<file path="src/rtl/fwd_pkg.sv">
// Shared types and defaults for the operand-forwarding / load-use hazard unit.
package fwd_pkg;

  typedef enum logic {
    RUN   = 1'b0,
    STALL = 1'b1
  } fwd_state_e;

  localparam int DEF_DATA_W    = 32;
  localparam int DEF_REG_AW    = 5;
  localparam int DEF_NUM_SRC   = 2;
  localparam int DEF_NUM_STG   = 3;
  localparam int DEF_STALL_CYC = 1;
  localparam int DEF_CNT_W     = 16;

  localparam int ZERO_REG = 0;

endpackage

</file>
<file path="src/rtl/fwd_src_mux.sv">
// Per-source priority match over the write-back stages; stage 0 (youngest) wins.
module fwd_src_mux
  import fwd_pkg::*;
#(
  parameter int DATA_W  = DEF_DATA_W,
  parameter int REG_AW  = DEF_REG_AW,
  parameter int NUM_STG = DEF_NUM_STG
) (
  input  logic                      src_valid,
  input  logic [REG_AW-1:0]         src_reg,
  input  logic [DATA_W-1:0]         src_val,
  input  logic [NUM_STG-1:0]        stg_we,
  input  logic [NUM_STG*REG_AW-1:0] stg_reg,
  input  logic [NUM_STG*DATA_W-1:0] stg_val,
  input  logic [NUM_STG-1:0]        stg_load,
  output logic [DATA_W-1:0]         val,
  output logic                      hit,
  output logic                      load_pend
);

  logic src_live;

  always_comb begin
    val       = src_val;
    hit       = 1'b0;
    load_pend = 1'b0;
    src_live  = src_valid && (src_reg != REG_AW'(ZERO_REG));
    // Oldest first so younger matches overwrite; the load flag follows the winner,
    // so an older non-load never hides a younger load.
    for (int k = NUM_STG - 1; k >= 0; k--) begin
      if (src_live && stg_we[k] && (stg_reg[k*REG_AW +: REG_AW] == src_reg)) begin
        val       = stg_val[k*DATA_W +: DATA_W];
        hit       = 1'b1;
        load_pend = stg_load[k];
      end
    end
  end

endmodule

</file>
<file path="src/rtl/fwd_hazard_unit.sv">
// Operand forwarding and load-use stall sequencing between ID/EXE and EXE.
// Optional performance counters are built when FWD_PERF_CNT_EN is defined.
module fwd_hazard_unit
  import fwd_pkg::*;
#(
  parameter int DATA_W    = DEF_DATA_W,
  parameter int REG_AW    = DEF_REG_AW,
  parameter int NUM_SRC   = DEF_NUM_SRC,
  parameter int NUM_STG   = DEF_NUM_STG,
  parameter int STALL_CYC = DEF_STALL_CYC,
  parameter int CNT_W     = DEF_CNT_W
) (
  input  logic                      CLOCK,
  input  logic                      RESET,
  input  logic [NUM_SRC-1:0]        src_valid_IN,
  input  logic [NUM_SRC*REG_AW-1:0] src_reg_IN,
  input  logic [NUM_SRC*DATA_W-1:0] src_val_IN,
  input  logic [NUM_STG-1:0]        stg_we_IN,
  input  logic [NUM_STG*REG_AW-1:0] stg_reg_IN,
  input  logic [NUM_STG*DATA_W-1:0] stg_val_IN,
  input  logic [NUM_STG-1:0]        stg_load_IN,
  input  logic                      advance_IN,
  output logic [NUM_SRC*DATA_W-1:0] operand_OUT,
  output logic [NUM_SRC-1:0]        fwd_hit_OUT,
  output logic                      _forward,
  output logic                      stall_OUT
`ifdef FWD_PERF_CNT_EN
  ,
  output logic [CNT_W-1:0]          fwd_cnt_OUT,
  output logic [CNT_W-1:0]          stall_cnt_OUT
`endif
);

  localparam int BW = (STALL_CYC > 1) ? $clog2(STALL_CYC) : 1;

  logic [NUM_SRC-1:0][DATA_W-1:0] mux_val;
  logic [NUM_SRC-1:0]             mux_hit;
  logic [NUM_SRC-1:0]             mux_ld;
  logic                           hazard;
  logic                           stall;
  logic                           capture;

  fwd_state_e                     state_q, state_d;
  logic [BW-1:0]                  cnt_q, cnt_d;
  logic [NUM_SRC-1:0][DATA_W-1:0] operand_q, operand_d;
  logic [NUM_SRC-1:0]             hit_q, hit_d;
  logic                           fwd_q, fwd_d;

  for (genvar gs = 0; gs < NUM_SRC; gs++) begin : g_src
    fwd_src_mux #(
      .DATA_W (DATA_W),
      .REG_AW (REG_AW),
      .NUM_STG(NUM_STG)
    ) u_mux (
      .src_valid(src_valid_IN[gs]),
      .src_reg  (src_reg_IN[gs*REG_AW +: REG_AW]),
      .src_val  (src_val_IN[gs*DATA_W +: DATA_W]),
      .stg_we   (stg_we_IN),
      .stg_reg  (stg_reg_IN),
      .stg_val  (stg_val_IN),
      .stg_load (stg_load_IN),
      .val      (mux_val[gs]),
      .hit      (mux_hit[gs]),
      .load_pend(mux_ld[gs])
    );
  end

  assign hazard = |mux_ld;

  // The RUN cycle that detects the hazard is the first bubble; the counter holds the
  // bubbles still owed after it and RUN is re-entered once none remain and the hazard is gone.
  always_comb begin
    state_d = state_q;
    cnt_d   = cnt_q;
    stall   = 1'b0;
    case (state_q)
      RUN: begin
        stall = hazard;
        if (hazard) begin
          cnt_d = BW'(STALL_CYC - 1);
          if (STALL_CYC > 1) state_d = STALL;
        end
      end
      STALL: begin
        stall = 1'b1;
        if (advance_IN && (cnt_q != '0)) cnt_d = cnt_q - 1'b1;
        if ((cnt_d == '0) && !hazard) state_d = RUN;
      end
      default: state_d = RUN;
    endcase
  end

  assign stall_OUT = RESET && stall;
  assign capture   = advance_IN && !stall_OUT;

  always_comb begin
    operand_d = operand_q;
    hit_d     = hit_q;
    fwd_d     = fwd_q;
    if (capture) begin
      operand_d = mux_val;
      hit_d     = mux_hit;
      fwd_d     = |mux_hit;
    end
  end

  always_ff @(posedge CLOCK) begin
    if (!RESET) begin
      state_q   <= RUN;
      cnt_q     <= '0;
      operand_q <= '0;
      hit_q     <= '0;
      fwd_q     <= 1'b0;
    end else begin
      state_q   <= state_d;
      cnt_q     <= cnt_d;
      operand_q <= operand_d;
      hit_q     <= hit_d;
      fwd_q     <= fwd_d;
    end
  end

  assign operand_OUT = operand_q;
  assign fwd_hit_OUT = hit_q;
  assign _forward    = fwd_q;

`ifdef FWD_PERF_CNT_EN
  logic [CNT_W-1:0] fwd_cnt_q, fwd_cnt_d;
  logic [CNT_W-1:0] stall_cnt_q, stall_cnt_d;
  logic [CNT_W:0]   fwd_sum;

  // One guard bit absorbs the per-capture hit count before saturating.
  always_comb begin
    fwd_sum = {1'b0, fwd_cnt_q};
    if (capture) begin
      for (int s = 0; s < NUM_SRC; s++) fwd_sum = fwd_sum + (CNT_W+1)'(mux_hit[s]);
    end
    fwd_cnt_d   = fwd_sum[CNT_W] ? {CNT_W{1'b1}} : fwd_sum[CNT_W-1:0];
    stall_cnt_d = stall_cnt_q;
    if (stall_OUT && !(&stall_cnt_q)) stall_cnt_d = stall_cnt_q + 1'b1;
  end

  always_ff @(posedge CLOCK) begin
    if (!RESET) begin
      fwd_cnt_q   <= '0;
      stall_cnt_q <= '0;
    end else begin
      fwd_cnt_q   <= fwd_cnt_d;
      stall_cnt_q <= stall_cnt_d;
    end
  end

  assign fwd_cnt_OUT   = fwd_cnt_q;
  assign stall_cnt_OUT = stall_cnt_q;
`endif

endmodule

</file>
<file path="config.mk">
export PLATFORM = sky130hd
export DESIGN_NAME = fwd_hazard_unit
export DESIGN_NICKNAME = d
export VERILOG_FILES = /design/src/rtl/fwd_pkg.sv /design/src/rtl/fwd_src_mux.sv /design/src/rtl/fwd_hazard_unit.sv
export SDC_FILE = /design/constraint.sdc
export NUM_CORES = 1
export LEC_CHECK = 0
export ABC_AREA = 1
export CAP_MARGIN = 20
export CORE_MARGIN = 2
export CORE_UTILIZATION = 45
export CTS_CLUSTER_DIAMETER = 150
export DETAILED_ROUTE_END_ITERATION = 7
export GPL_TIMING_DRIVEN = 0
export PLACE_DENSITY_LB_ADDON = 0.15
export RECOVER_POWER = 50
export SLEW_MARGIN = 20
export SYNTH_ARGS = -nofsm -noshare
export SYNTH_HDL_FRONTEND = slang
export SYNTH_SLANG_ARGS = --single-unit
</file>
<file path="constraint.sdc">
create_clock -name CLOCK -period 3.45 [get_ports CLOCK]
set_input_delay 0.69 -clock CLOCK [delete_from_list [all_inputs] [get_ports CLOCK]]
set_output_delay 0.69 -clock CLOCK [all_outputs]
set_load 0.005 [all_outputs]
</file>
# After elaboration in Yosys (flattened, before gate mapping)

Cells that the tools add are included.

Flip-flop bits (word level): 69
Output and inout port bits: 68
Input port bits: 196

Eq/ne operators: 7
Reductions and logical operators: 25
Mux-type cells: 24
Add/sub/neg operators: 1
Bitwise logic cells: 2

Operator list:

| kind                                          | count |
|---|---|
| two-way mux 32 bit                            | 6 |
| equality test 5 bit                           | 6 |
| logical AND 1 bit                             | 18 |
| two-way mux 1 bit                             | 16 |
| nonzero test 5 bit                            | 2 |
| case mux 1 bit (2 select lines)               | 2 |
| OR reduction 2 bit                            | 2 |
| zero test 1 bit                               | 2 |
| inequality test 2 bit (second input constant) | 1 |
| NOT 1 bit                                     | 2 |
| AND reduction 2 bit                           | 1 |
| subtractor 1 bit (second input constant)      | 1 |

# Longest topological paths before layout

Gate-level depths: netlist of run 1.

Word-level depth: 12
Depth in mapped cells: 17

# Modules after synthesis

A second synthesis of run 1 with hierarchy kept.

Cell total of the unflattened synthesis: 1,281
Area, all modules: 7,338.3 µm²

Modules (own cells, without submodules):

| module          | times used | cells an instance | area each (µm²) |
|---|---|---|---|
| fwd_src_mux     | 2          | 416               | 2,152.1 |
| fwd_hazard_unit | 1          | 449               | 3,034.2 |

# Worst setup path after synthesis of run 1

OpenSTA, ideal clock, no wires.

Path type: input port to output port
Start point: in src_reg_IN[9]
End point: out stall_OUT
Arrival: 2.100 ns
Stages on the path: 14
Required time: 2.760 ns
Setup slack: 0.660 ns
Cells stage by stage: buf_4 -> inv_2 -> nand2_1 -> a21oi_1 -> nand3_1 -> nor2_1 -> nand3_2 -> nand2_1 -> nand2_1 -> nand3_2 -> nand2_4 -> buf_6 -> buf_4 -> inv_1

Cells in the longest elaborated chain, start to end: 10

Ends and longest elaborated chain:

| element                             | RTL line              | RTL |
|---|---|---|
| start, declared                     | fwd_hazard_unit.sv:16 | `input logic [NUM_SRC*REG_AW-1:0] src_reg_IN,` |
| nonzero test 5 bit                  | fwd_src_mux.sv:27     | `src_live = src_valid && (src_reg != REG_AW'(ZERO_REG));` |
| logical AND 1 bit                   | fwd_src_mux.sv:27     |  |
| logical AND 1 bit (2 in a row)      | fwd_src_mux.sv:31     | `if (src_live && stg_we[k] && (stg_reg[k*REG_AW +: REG_AW] == src_reg)) begin` |
| two-way mux 1 bit (2 in a row)      | fwd_src_mux.sv:31     |  |
| two-way mux 1 bit (*)               | fwd_src_mux.sv:31     |  |
| OR reduction 2 bit (*)              | fwd_hazard_unit.sv:68 | `assign hazard = \|mux_ld;` |
| case mux 1 bit (2 select lines) (*) | fwd_hazard_unit.sv:76 | `case (state_q)` |
| logical AND 1 bit (*)               | fwd_hazard_unit.sv:93 | `assign stall_OUT = RESET && stall;` |
| end, declared                       | fwd_hazard_unit.sv:26 | `output logic stall_OUT` |

Every way passes the cells marked *; elsewhere a longest branch is shown, timed or not.

# Final worst setup path of run 1

Start point: in stg_reg_IN[12]
End point: out stall_OUT

Cells in the longest elaborated chain, start to end: 8

Ends and longest elaborated chain:

| element                             | RTL line              | RTL |
|---|---|---|
| start, declared                     | fwd_hazard_unit.sv:19 | `input logic [NUM_STG*REG_AW-1:0] stg_reg_IN,` |
| equality test 5 bit                 | fwd_src_mux.sv:31     |  |
| logical AND 1 bit                   | fwd_src_mux.sv:31     |  |
| two-way mux 1 bit (3 in a row)      | fwd_src_mux.sv:31     |  |
| OR reduction 2 bit (*)              | fwd_hazard_unit.sv:68 |  |
| case mux 1 bit (2 select lines) (*) | fwd_hazard_unit.sv:76 |  |
| logical AND 1 bit (*)               | fwd_hazard_unit.sv:93 |  |

Marks and branches as above.

==> results of run 1 <==
==> per-layer routing <==
metal | up-vias | wire length [µm] | global-route usage (%)
met3 | 150 | 3470 | 9.95
met1 | 3549 | 9740 | 47.0
met5 | - | 0 | 0
met4 | 0 | 1840 | 25.0
li1 | 3762 | - | -
met2 | 627 | 11700 | 65.4
==> critical path, cell delays in order <==
cell and delay [ps]:
clkdlybuf4s50_1 470, inv_2 60, nand2_1 50, o21ai_1 70
nor2_1 200, nand3_2 130, nor2_4 170, nand3_4 100
nand2_2 80, nand2_2 60, nand3_2 110, nand2_4 70
buf_12 150, inv_1 40, dlygate4sd2_1 220
==> kinds of logic after synthesis <==
logic type / after synthesis
AO/OA/AOI/OAI: 178
XOR/XNOR: 2
buffers and inverters: 152
flip-flops: 69
AND/OR/NAND/NOR: 585
==> power by group through the flow <==
stage                     sequential (mW)  combinational, mW  clock, mW
after global routing                0.898              0.840       1.07
after detailed placement            0.911              0.766          0
final                               0.893              0.777       1.04
after CTS                           0.895              0.781       1.04
after global placement              0.910              0.761          0
after floorplan                     0.910              0.297          0
==> cell usage after synthesis, drive strengths merged, types with 5 or more instances <==
cell	count
a21oi	103
a41oi	5
buf	33
clkbuf	30
dfxtp	69
inv	89
nand2	314
nand3	98
nand4	14
nor2	151
nor3	6
o211ai	23
o21ai	30
o22ai	15
==> final cells by class <==
type,instances,area (µm²)
Inverter,89,337
Tap cell,147,184
Timing Repair Buffer,272,2670
Sequential cell,69,1380
Clock buffer,9,225
Buffer,62,304
Clock inverter,7,103
Multi-Input combinational cell,765,3580
Fill cell,1042,3170
==> metrics by stage <==
stage / setup TNS, ps / total power [mW]
after detailed placement: -942 / 1.68
after floorplan: 0 / 1.21
after global placement: -806 / 1.67
final: 0 / 2.71
after global routing: -5.15 / 2.81
after CTS: 0 / 2.71
==> state kept, by name (all words and copies together), names as in the netlist <==
| signal | cells |
|---|---|
| operand_OUT | 64 |
| fwd_hit_OUT | 2 |
| _forward | 1 |
| cnt_q | 1 |
| state_q | 1 |
==> timing repair <==
action / 4_1_cts / 5_1_grt
buffers inserted: 12 / 0
pin swaps: 18 / 1
setup endpoints to repair: 1 / 1
hold endpoints to repair: 0 / 0
resized for setup: 48 / 3
==> cells in the final DEF, fill, tap and decap left out, types with 6 or more instances in the layout <==
master,count
buf_2,17
dlygate4sd3_1,67
nand2_1,308
clkbuf_1,30
buf_1,7
o211ai_1,23
nand3_4,6
inv_1,74
nor2_1,142
o22ai_1,15
buf_4,17
dlygate4sd2_1,16
inv_2,14
nand4_1,14
clkdlybuf4s50_1,177
dfxtp_1,69
o21ai_0,29
clkbuf_16,9
a21oi_1,100
nand3_1,88
==> how the worst min path moves through the flow <==
stage	start	endpoint	slack, ps	cells after the start
after floorplan	cnt_q	cnt_q	410	2
after global placement	cnt_q	cnt_q	420	2
after detailed placement	cnt_q	cnt_q	440	2
after CTS	cnt_q	cnt_q	450	2
after global routing	cnt_q	cnt_q	460	2
final	cnt_q	cnt_q	450	2
==> impl_metrics.toml, run 1 <==
[cts]
clock_latency_ps = 350
cts_max_level = 3
clockBufferDepth = 2
numCtsBuffers = 9
path_clk_slew_ps = 60
numClockSinks = 69
cts_tree = "done"
root_buffer = "clkbuf_16"
postCtsHoldBufs = 0

[worst_setup_path]
cp-endpoint = "stall_OUT"
r2r_end = "operand_OUT[17]"
worst-r2r-setup-slack_ps = 1860
required_ps = 2760
timing.rr.start = "state_q"
critPathMaxFanout = 4
cp.arrival_ps = 2660
reg2reg_depth = 9
end_kind = "primary output"
cp-startpoint = "stg_reg_IN[12]"
cp-start-kind = "primary input"
critPathKind = "in2out"

[power]
p_clk_share_pct = 38.5
switching_share_pct = 29.8
p_int_mw = 1.90
p_leak_nw = 4.23
power.share.combinational_pct = 28.6
powerDensity_nw_per_um2 = 309
pwr-share-seq_pct = 32.9
p_sw_mw = 0.810
irDropWorstVdd_v = 0.000236

[synthesis]
synth-edff-count = 0
syn_avg_cell_area_um2 = 5.55
synthMuxAreaShare_pct = 0
synth-compound-area-share_pct = 18.1
yosysTopAreaCell = "dfxtp_1"
synth_cells = 986
synth_nets = 1182
ys_top_cells_by_area = "dfxtp_1, nand2_1, nor2_1"
synth_fa_ha_area_share_pct = 0
synth.distinct_cells = 29
async_flop_share_pct = 0
synth_top_area_share_pct = 25.2
synthXorXnorAreaFrac_pct = 0.320
synth_warnings = 0
syn-cell-area_um2 = 5470
synth_seq_cells = 69
yosys_most_used_dff = "dfxtp_1"
synthSimpleGateAreaFrac_pct = 44.7
synth_top_family_by_area = "simple AND/OR/NAND/NOR gates"
yosysSeqAreaShare_pct = 25.2

[place]
dpl_cell_area_um2 = 8260
placed_cells = 1393
gp_congestion = 0.976
place_ws_ps = -782
placement.io_buffers = 260
post-dp-hpwl_um = 20200

[detailed_routing]
ant_nets = 0
drtPass1Iterations = 6
postRouteWirelength_um = 26700
route.detailed.drc = 0
initialDrtViolationCount = 829
wl_per_cell_um = 18.8
vias_per_cell = 5.70
vias = 8088

[finish]
nets = 1464
area_growth_pct = 60.5
drive_above_1_share_pct = 7.86
instances_no_fill = 1420
diodes = 0
design_area_um2 = 8790
post-route-util_pct = 73.5

[global_route]
grt_overflow = 0
grt_pass1_wl_um = 40200
grt_antenna_before_repair = 0
grt_pass1_vias = 7639
track_usage_pct = 40.0
grt_max_degree = 19

[timing]
setup_viol = 0
timing_hold_violations_final = 0
max_clock_freq_ghz = 0.298
finalMaxSlewViolations = 0
min_period_ps = 3350
tightest_slew_ps = 827
skew_ps = 5.33
setup_slack_ps = 99.2
min_period_over_period_pct = 97.1
whs_ps = 455
slew_headroom_pct = 44.9

[floorplan]
start_util_pct = 45.8
die_w_um = 114
num_rows = 40
pin_count = 264
die-area_um2 = 13100
die_h_um = 114
core_um2 = 12000

[run]
max-cap-violations = 0

[status]
outcome = "complete, no violations"

[min_path]
holdCritPathClass = "reg2reg"
Power figures use the tool's default switching activity.
==> inputs of run 2 (changes only) <==
==> constraint.sdc (replaced) <==
create_clock -name CLOCK -period 4.1 [get_ports CLOCK]
set_input_delay 0.82 -clock CLOCK [delete_from_list [all_inputs] [get_ports CLOCK]]
set_output_delay 0.82 -clock CLOCK [all_outputs]
set_load 0.005 [all_outputs]
==> impl_metrics.toml, run 2 (synthesized netlist as in run 1, its figures left out) <==
[finish]
drive_above_1_share_pct = 6.48
instances_no_fill = 1413
fillCellCount = 1061
largest_reg_flops = 64
diodes = 0
post-route-util_pct = 72.6
final_cell_mix = "nand2_1, clkdlybuf4s50_1, nor2_1"
final_common_cell = "nand2_1"
area_growth_pct = 58.7
nets = 1457

[power]
p_clk_share_pct = 38.7
power.share.combinational_pct = 28.4
powerDensity_nw_per_um2 = 262
p_sw_mw = 0.678
irDropWorstVdd_v = 0.000198
p_leak_nw = 4.19
pwr-share-seq_pct = 32.9
switching_share_pct = 29.7
p_int_mw = 1.60

[place]
placement.io_buffers = 260
place_ws_ps = -392
post-dp-hpwl_um = 20200
gp_congestion = 0.976
placed_cells = 1393

[worst_setup_path]
crit_family = "buffers and inverters"
path_cells = "clkdlybuf4s50_1, inv_2, nand2_1, nand2_1, nor2_1, nand3_2, nand3_2, nand2_1, a21oi_2, nand3_2, nand2_4, buf_12, inv_1, clkdlybuf4s50_1"
critPathKind = "in2out"
critPathMaxFanout = 19
cp_slowest_cell = "clkdlybuf4s50_1"
cp-start-kind = "primary input"
end_kind = "primary output"
crit_buf_inv = 5
cp.arrival_ps = 3170
cp-startpoint = "stg_reg_IN[3]"
required_ps = 3280
critPathMaxStageDelay_ps = 540
timing.rr.start = "state_q"

[timing]
min_period_ps = 3990
rsz0062_at_grt = "false"
tightest_slew_ps = 834
setup_viol = 0
setup_slack_ps = 113
min_period_over_period_pct = 97.2
timing_hold_violations_final = 0
final.setup.tns_ps = 0
finalMaxSlewViolations = 0
skew_ps = 5.11
slew_headroom_pct = 44.4
max_clock_freq_ghz = 0.251
whs_ps = 456

[min_path]
holdCritPathClass = "reg2reg"
hold_start = "cnt_q"

[status]
outcome = "complete, no violations"

[cts]
postCtsHoldBufs = 0
cts_max_level = 3
root_buffer = "clkbuf_16"
clockBufferDepth = 2
numCtsBuffers = 9
cts_tree = "done"
clock_latency_ps = 350
numClockSinks = 69
path_clk_slew_ps = 60

[detailed_routing]
initialDrtViolationCount = 905
route.detailed.drc = 0
ant_nets = 0
drtPass1Iterations = 6
vias_per_cell = 5.69
postRouteWirelength_um = 26300
vias = 8044
wl_per_cell_um = 18.6

[floorplan]
start_util_pct = 45.8
core_um2 = 12000
pin_count = 264
die_w_um = 114
die_h_um = 114
num_rows = 40
die-area_um2 = 13100

[global_route]
grt_antenna_before_repair = 0
grt_overflow = 0
grt_pass1_vias = 7524
grt_max_degree = 20
track_usage_pct = 39.4
grt_pass1_wl_um = 39500

[run]
max-cap-violations = 0
-- run 2: changes by cell type in the layout (fill, tap and decap cells not counted), moves of 2 or more --
| cell | delta |
|---|---|
| inv_1 | +3 |
| inv_2 | -3 |
| nand3_4 | -2 |
| dlygate4sd2_1 | -8 |
| nand2_2 | -3 |
| nand2_1 | +3 |
| clkdlybuf4s50_1 | +7 |
| nor2_1 | +2 |
| buf_4 | -7 |
-- run 2: area by class of cell --
cell class / count / area, µm² / share of cell area, %
buffer: 62 / 304 / 3.50
inverter: 89 / 337 / 3.87
multi-input combinational: 765 / 3520 / 40.5
clock inverter: 7 / 103 / 1.18
clock buffer: 9 / 225 / 2.59
timing repair buffer: 265 / 2630 / 30.3
sequential: 69 / 1380 / 15.9
tap: 147 / 184 / 2.12
-- run 2: worst register-to-register path, delay by kind of cell, from the launching register on --
| family | cells | cell delay, ps |
|---|---|---|
| flops | 1 | 310 |
| simple gates | 5 | 510 |
| buf+inv | 3 | 430 |
-- run 2: worst paths after layout --
| path | end | slack [ps] | depth (start not counted) |
|---|---|---|---|
| setup reg to reg | operand_OUT[17] | 2740 | 8 |
| setup / recovery | stall_OUT | 110 | 14 |
| hold / removal | cnt_q | 460 | 2 |
| hold reg to reg | cnt_q | 460 | 2 |
-- run 2: power groups by stage --
stage | clock [mW] | combinational, mW | sequential [mW]
2_1_floorplan | 0 | 0.250 | 0.766
5_1_grt | 0.899 | 0.699 | 0.756
3_3_place_gp | 0 | 0.641 | 0.766
4_1_cts | 0.872 | 0.653 | 0.753
6_report | 0.882 | 0.647 | 0.751
3_5_place_dp | 0 | 0.645 | 0.767
-- run 2: per-layer routing --
| metal | share of wire [%] | GRT usage, % |
|---|---|---|
| met3 | 13 | 9.69 |
| met4 | 6.3 | 23.5 |
| met2 | 44 | 64.8 |
| met1 | 36 | 46.4 |
| met5 | 0 | 0 |
-- run 2: timing repair --
item | in CTS | in global routing
pin swaps | 5 | 3
buffers inserted | 4 | 1
setup endpoints to repair | 1 | 1
resized for setup | 23 | 4
-- run 2: through the flow --
stage	cell area (µm²)	power, mW
5_1_grt	8690	2.35
3_5_place_dp	8260	1.41
6_report	8690	2.28
2_1_floorplan	5470	1.02
3_3_place_gp	8260	1.41
4_1_cts	8660	2.28
==> RTL edit 1, RTL diff (flow settings as in run 2) <==
The package constant `DEF_REG_AW` goes from 5 to 6.
--- a/src/rtl/fwd_pkg.sv
+++ b/src/rtl/fwd_pkg.sv
@@ -8,5 +8,5 @@
 
   localparam int DEF_DATA_W    = 32;
-  localparam int DEF_REG_AW    = 5;
+  localparam int DEF_REG_AW    = 6;
   localparam int DEF_NUM_SRC   = 2;
   localparam int DEF_NUM_STG   = 3;
Ports: changed (resized src_reg_IN and stg_reg_IN); port bits go from 264 to 269. No check against the original RTL was run, so the function may have changed too.
==> RTL edit 1 against run 2 <==
Synthesized cell count up 7.1%. Global-route usage is 1.7 points lower. Worst setup slack better by 36 ps. Cell area rose by 8.3%. Sequential cell count did not move. Total power grew 0.83%. Wire length increased by 6.2%. Synthesized area rose by 13%. Critical path type unchanged. Critical endpoint unchanged. Highest routed layer unchanged.
==> RTL edit 1: results (changes against run 2) <==
- Worst flop-to-flop path startpoint: state_q (unchanged)
- Worst setup path endpoint: stall_OUT (unchanged)
- Skew-Pair Late Insertion Delay: 350 ps (about the same)
- First-pass GRT wire length: 42,400 um (was 39,500 um)
- Max FFs per register: 64 (unchanged)
- Setup Skew: 6.96 ps (was 5.11 ps)
- Leak: 4.59 nW (was 4.19 nW)
- GR Util met3: 9.16% (was 9.69%)
- Vias in the first global route: 8,048 (was 7,524)
- Root buf cell: clkbuf_16 (unchanged)
- Synth area leader: dfxtp_1 (unchanged)
- Antenna violations before repair: 2 (was 0)
- Finish-stage setup viols: 0 (unchanged)
- Syn Area/Cell: 5.84 um2 (was 5.55 um2)
- Worst R2R Setup Slack: 2800 ps (was 2740 ps)
- Slew margin rel.: 46.0% (was 44.4%)
- First drt pass iteration count: 6 (unchanged)
- Nets: 1,535 (was 1,457)
- Slowest library cell on the worst path: clkdlybuf4s50_1 (unchanged)
- GR Util met2: 60.4% (was 64.8%)
- Worst Setup SP: stg_reg_IN[12] (was stg_reg_IN[3])
- Crit path max fanout: 19 (unchanged)
- Worst min-delay path class: flip-flop to flip-flop (unchanged)
- Critical path's top delay family: buffers and inverters (unchanged)
- Grt met1 use: 46.1% (was 46.4%)
- Worst path arrival time: 3130 ps (was 3170 ps)
- Reg2reg end: operand_OUT[45] (was operand_OUT[17])
- Share of layout cells above drive strength 1: 11.4% (was 6.48%)
- Largest net degree at the start of global routing: 14 (was 20)
- Register clock-pin slew on the reported worst setup and hold paths: 60 ps (about the same)
- Reg2reg path depth: 8 (unchanged)
- Port buffer count: 264 (was 260)
- Asr flop ratio synth: 0% (unchanged)
- Fillers: 1,218 (was 1,061)
- Post-DP HPWL: 22,100 um (was 20,200 um)
- Top cells by area, synth: dfxtp_1, nand2_1, a21oi_1, nor2_1, nand3_2 (was dfxtp_1, nand2_1, nor2_1, a21oi_1, nand3_1)
- Num CTS Buffers: 9 (unchanged)
- Vias: 8,409 (was 8,044)
- H-Tree Level Count: 3 (unchanged)
- Peak VDD IR: 0.182 mV (was 0.198 mV)
- GRT Total Usage: 37.6% (was 39.4%)
- Post-Route WL: 27,900 um (was 26,300 um)
- Ys flop type: dfxtp_1 (unchanged)
- Synth cell types: 35 (was 29)
- Gp weighted congestion: 0.956 (was 0.976)
- Clock Tree Buf Depth: 2 (unchanged)
- Max incr delay on CP: 520 ps (was 540 ps)
- Status: completed (unchanged)
- Post-Syn Nets: 1,257 (was 1,182)
- Ys Warns: 0 (unchanged)
- Post-synthesis sequential area ratio: 22.4% (was 25.2%)
- Post-place instance area: 0.00903 mm2 (was 0.00826 mm2)
- DRT iter0 DRCs: 952 (was 905)
- Most frequent cells after synthesis: nand2_1, nor2_1, a21oi_1, inv_1 (was nand2_1, nor2_1, a21oi_1, nand3_1, inv_1)
-- RTL edit 1: changes by cell type after synthesis, moves of 8 or more --
cell and change:
o211ai_1 -9, o21bai_1 +8, nand2_1 +9, buf_6 +9
nor2_1 -28, nand3_1 -22, or2_2 +12, nand4_1 -9
clkbuf_1 -8, inv_1 +14, nand3b_1 +22, nand3_2 +38
o21ai_0 +24
-- RTL edit 1: metrics by stage --
| stage | total power [mW] | setup slack [ps] | utilization [%] | setup TNS, ps | cells |
|---|---|---|---|---|---|
| after floorplan | 1.04 | 1120 | - | 0 | 1056 |
| after global placement | 1.43 | -219 | 67.9 | -219 | 1496 |
| after detailed placement | 1.43 | -226 | 67.9 | -226 | 1496 |
| after CTS | 2.30 | 20.3 | 70.6 | 0 | 1516 |
| after global routing | 2.38 | 16.3 | 70.7 | 0 | 1517 |
| final | 2.30 | 150 | 70.7 | 0 | 1517 |
-- RTL edit 1: worst min-delay path, stage by stage (launching register included) --
cell,delay [ps]
dfxtp_1,310
nand2_1,50
a21oi_1,40
-- RTL edit 1: layout make-up --
cell class	instances	area share, %
tap	176	2.34
buffer	67	4.27
clock buffer	10	2.54
multi-input combinational	813	42.7
antenna	2	0.0532
inverter	106	4.23
clock inverter	6	0.998
timing repair buffer	268	28.2
sequential	69	14.7
-- RTL edit 1: worst min path at each step --
stage	start	end	slack, ps	cells after the start
final	cnt_q	cnt_q	440	2
after detailed placement	cnt_q	cnt_q	430	2
after global placement	cnt_q	cnt_q	420	2
after floorplan	cnt_q	cnt_q	410	2
after CTS	cnt_q	cnt_q	440	2
after global routing	cnt_q	cnt_q	480	2
-- RTL edit 1: cell families after synthesis --
family	Yosys count	share of synthesized area, %
compound gates	191	16.8
xor+xnor	8	1.14
buf+inv	174	13.0
flops	69	22.4
simple gates	614	46.7
-- RTL edit 1: timing repair --
item                                    4_1_cts  5_1_grt
setup buffers                                 4        0
pin swaps                                     5        1
cloned                                        0        0
endpoints found under the setup margin        1        1
gates resized for setup                      19        8
hold buffers                                  0        0
-- RTL edit 1: where the power goes --
part	switching, mW	leakage [nW]	internal, mW
Combinational	0.318	3.85	0.346
Sequential	0.0283	0.573	0.720
Clock	0.333	0.159	0.554
Total	0.679	4.59	1.62
-- RTL edit 1: metal layers --
metal	vias to the layer above	wire [um]
li1	3954	-
met1	3754	10600
met4	0	1530
met2	585	12600
met5	-	0
met3	116	3160
==> RTL edit 2, RTL diff (config.mk and constraints of run 2) <==
Made on the original files. `operand_q` no longer has a reset.
--- a/src/rtl/fwd_hazard_unit.sv
+++ b/src/rtl/fwd_hazard_unit.sv
@@ -109,5 +109,4 @@
       state_q   <= RUN;
       cnt_q     <= '0;
-      operand_q <= '0;
       hit_q     <= '0;
       fwd_q     <= 1'b0;
@@ -115,8 +114,11 @@
       state_q   <= state_d;
       cnt_q     <= cnt_d;
-      operand_q <= operand_d;
       hit_q     <= hit_d;
       fwd_q     <= fwd_d;
     end
+  end
+
+  always_ff @(posedge CLOCK) begin
+    operand_q <= operand_d;
   end
 
Check against the original RTL: not equivalent (Yosys sat finds a counterexample within 4 cycles, from zero or initial values and one cycle with RESET low).
==> RTL edit 2 against run 2 <==
Sequential cell count is the same. Synthesized area shrank 14%. Wire length shrank 24%. Synthesized cell count shrank 39%. Core utilization grew 3.1 points. Total power shrank 13%. Global-route usage shrank 4.8 points. Worst setup slack gained 3.8 ps. Final cell count shrank 28%. Cell area shrank 11%. Critical endpoint unchanged. Largest cell class is now buffers. Largest power group is now sequential cells.
==> RTL edit 2: results (changes against run 2) <==
- NetSw: 520 uW (was 678 uW)
- Worst Setup SP: src_reg_IN[1] (was stg_reg_IN[3])
- Most frequent cells after synthesis: nand2_1, nor2_1, edfxtp_1, inv_1, nand3_1 (was nand2_1, nor2_1, a21oi_1, nand3_1, inv_1)
- Post-DP HPWL: 15,300 um (was 20,200 um)
- Placed Instances: 1,005 (was 1,393)
- Vias/cell: 5.86 (was 5.69)
- Slew margin rel.: 55.0% (was 44.4%)
- Share of layout cells above drive strength 1: 6.21% (was 6.48%)
- Met3 wire length: 2500 um (was 3440 um)
- Clock group: 648 uW (was 882 uW)
- Largest net degree at the start of global routing: 46 (was 20)
- Reg2reg path depth: 6 (was 8)
- Hold slack final: 464 ps (was 456 ps)
- First-pass GRT wire length: 30,500 um (was 39,500 um)
- Register clock-pin slew on the reported worst setup and hold paths: 80 ps (was 60 ps)
- Worst path arrival time: 3160 ps (was 3170 ps)
- Vias in the first global route: 6,079 (was 7,524)
- Peak VDD IR: 0.189 mV (was 0.198 mV)
- Leak: 3.14 nW (was 4.19 nW)
- Post-Place Setup Slack: 85.9 ps (was -392 ps)
- Nets: 1,076 (was 1,457)
- Post-synthesis sequential area ratio: 43.1% (was 25.2%)
- Status: completed (unchanged)
- Post-Syn Nets: 801 (was 1,182)
- Grt met1 use: 40.4% (was 46.4%)
- Seq power: 839 uW (was 751 uW)
- Worst R2R Setup Slack: 2490 ps (was 2740 ps)
- Fillers: 806 (was 1,061)
- Crit path max fanout: 6 (was 19)
- Gp weighted congestion: 0.879 (was 0.976)
- Synth cell types: 32 (was 29)
- Total power: 1.97 mW (was 2.28 mW)
- GR Util met2: 57.9% (was 64.8%)
- Reg2reg end: operand_OUT[54] (was operand_OUT[17])
- GRT Total Usage: 34.6% (was 39.4%)
- Wire length on met2: 9640 um (was 11,700 um)
- Root buf cell: clkbuf_8 (was clkbuf_16)
- Port buffer count: 263 (was 260)
- DRT iter0 DRCs: 600 (was 905)
- First drt pass iteration count: 8 (was 6)
- Post-CTS setup buffers: 0 (was 4)
- Syn Area/Cell: 7.76 um2 (was 5.55 um2)
- M1 WL: 7070 um (was 9530 um)
- Setup Skew: 10.1 ps (was 5.11 ps)
- Number of synthesized flops with an enable pin: 64 (was 0)
- Vias: 5,987 (was 8,044)
- Area grow syn2layout: 65.1% (was 58.7%)
==> RTL edit 2: changes by cell type after synthesis, sizes merged, moves of 15 or more <==
cell            run 2  this run
inv                89        73
nand4              14        36
dfxtp              69         5
buf                33        18
o2111ai             0        31
nand2             314       135
nor2              151        84
edfxtp              0        64
a21oi             103        16
nand3              98        51
o32ai               0        25
o211ai             23         1
==> RTL edit 2: what timing repair did <==
item / 4_1_cts / 5_1_grt
hold endpoints to repair: 0 / 0
gates resized for setup: 0 / 4
hold buffers: 0 / 0
endpoints found under the setup margin: 0 / 1
==> RTL edit 2: worst min-delay path by stage <==
stage,end,cells past startpoint
finish,cnt_q,2
global route,cnt_q,2
global placement,cnt_q,2
floorplan,cnt_q,2
CTS,cnt_q,2
detailed placement,cnt_q,2
==> RTL edit 2: final cells by class <==
cell class | instances | area share [%]
sequential | 69 | 26.1
inverter | 74 | 3.65
clock buffer | 9 | 1.60
buffer | 35 | 1.86
multi-input combinational | 427 | 29.1
clock inverter | 7 | 1.26
tap | 136 | 2.20
timing repair buffer | 264 | 34.3
==> RTL edit 2: cells by family after synthesis <==
group,synth area share [%]
AND/OR/NAND/NOR,29.6
AO/OA/AOI/OAI,17.7
buffers and inverters,9.22
flip-flops,43.1
XOR/XNOR,0.373
==> RTL edit 2: critical path: stages <==
cell             delay, ps
clkdlybuf4s50_1        600
inv_2                   80
nand2_1                 70
nand2_1                 60
nor2_1                 100
nand3_1                150
nor2_4                 190
nand3_2                170
nand2_2                100
nand2_2                 60
nand3_2                 80
nand2_2                100
inv_1                   80
clkdlybuf4s50_1        500
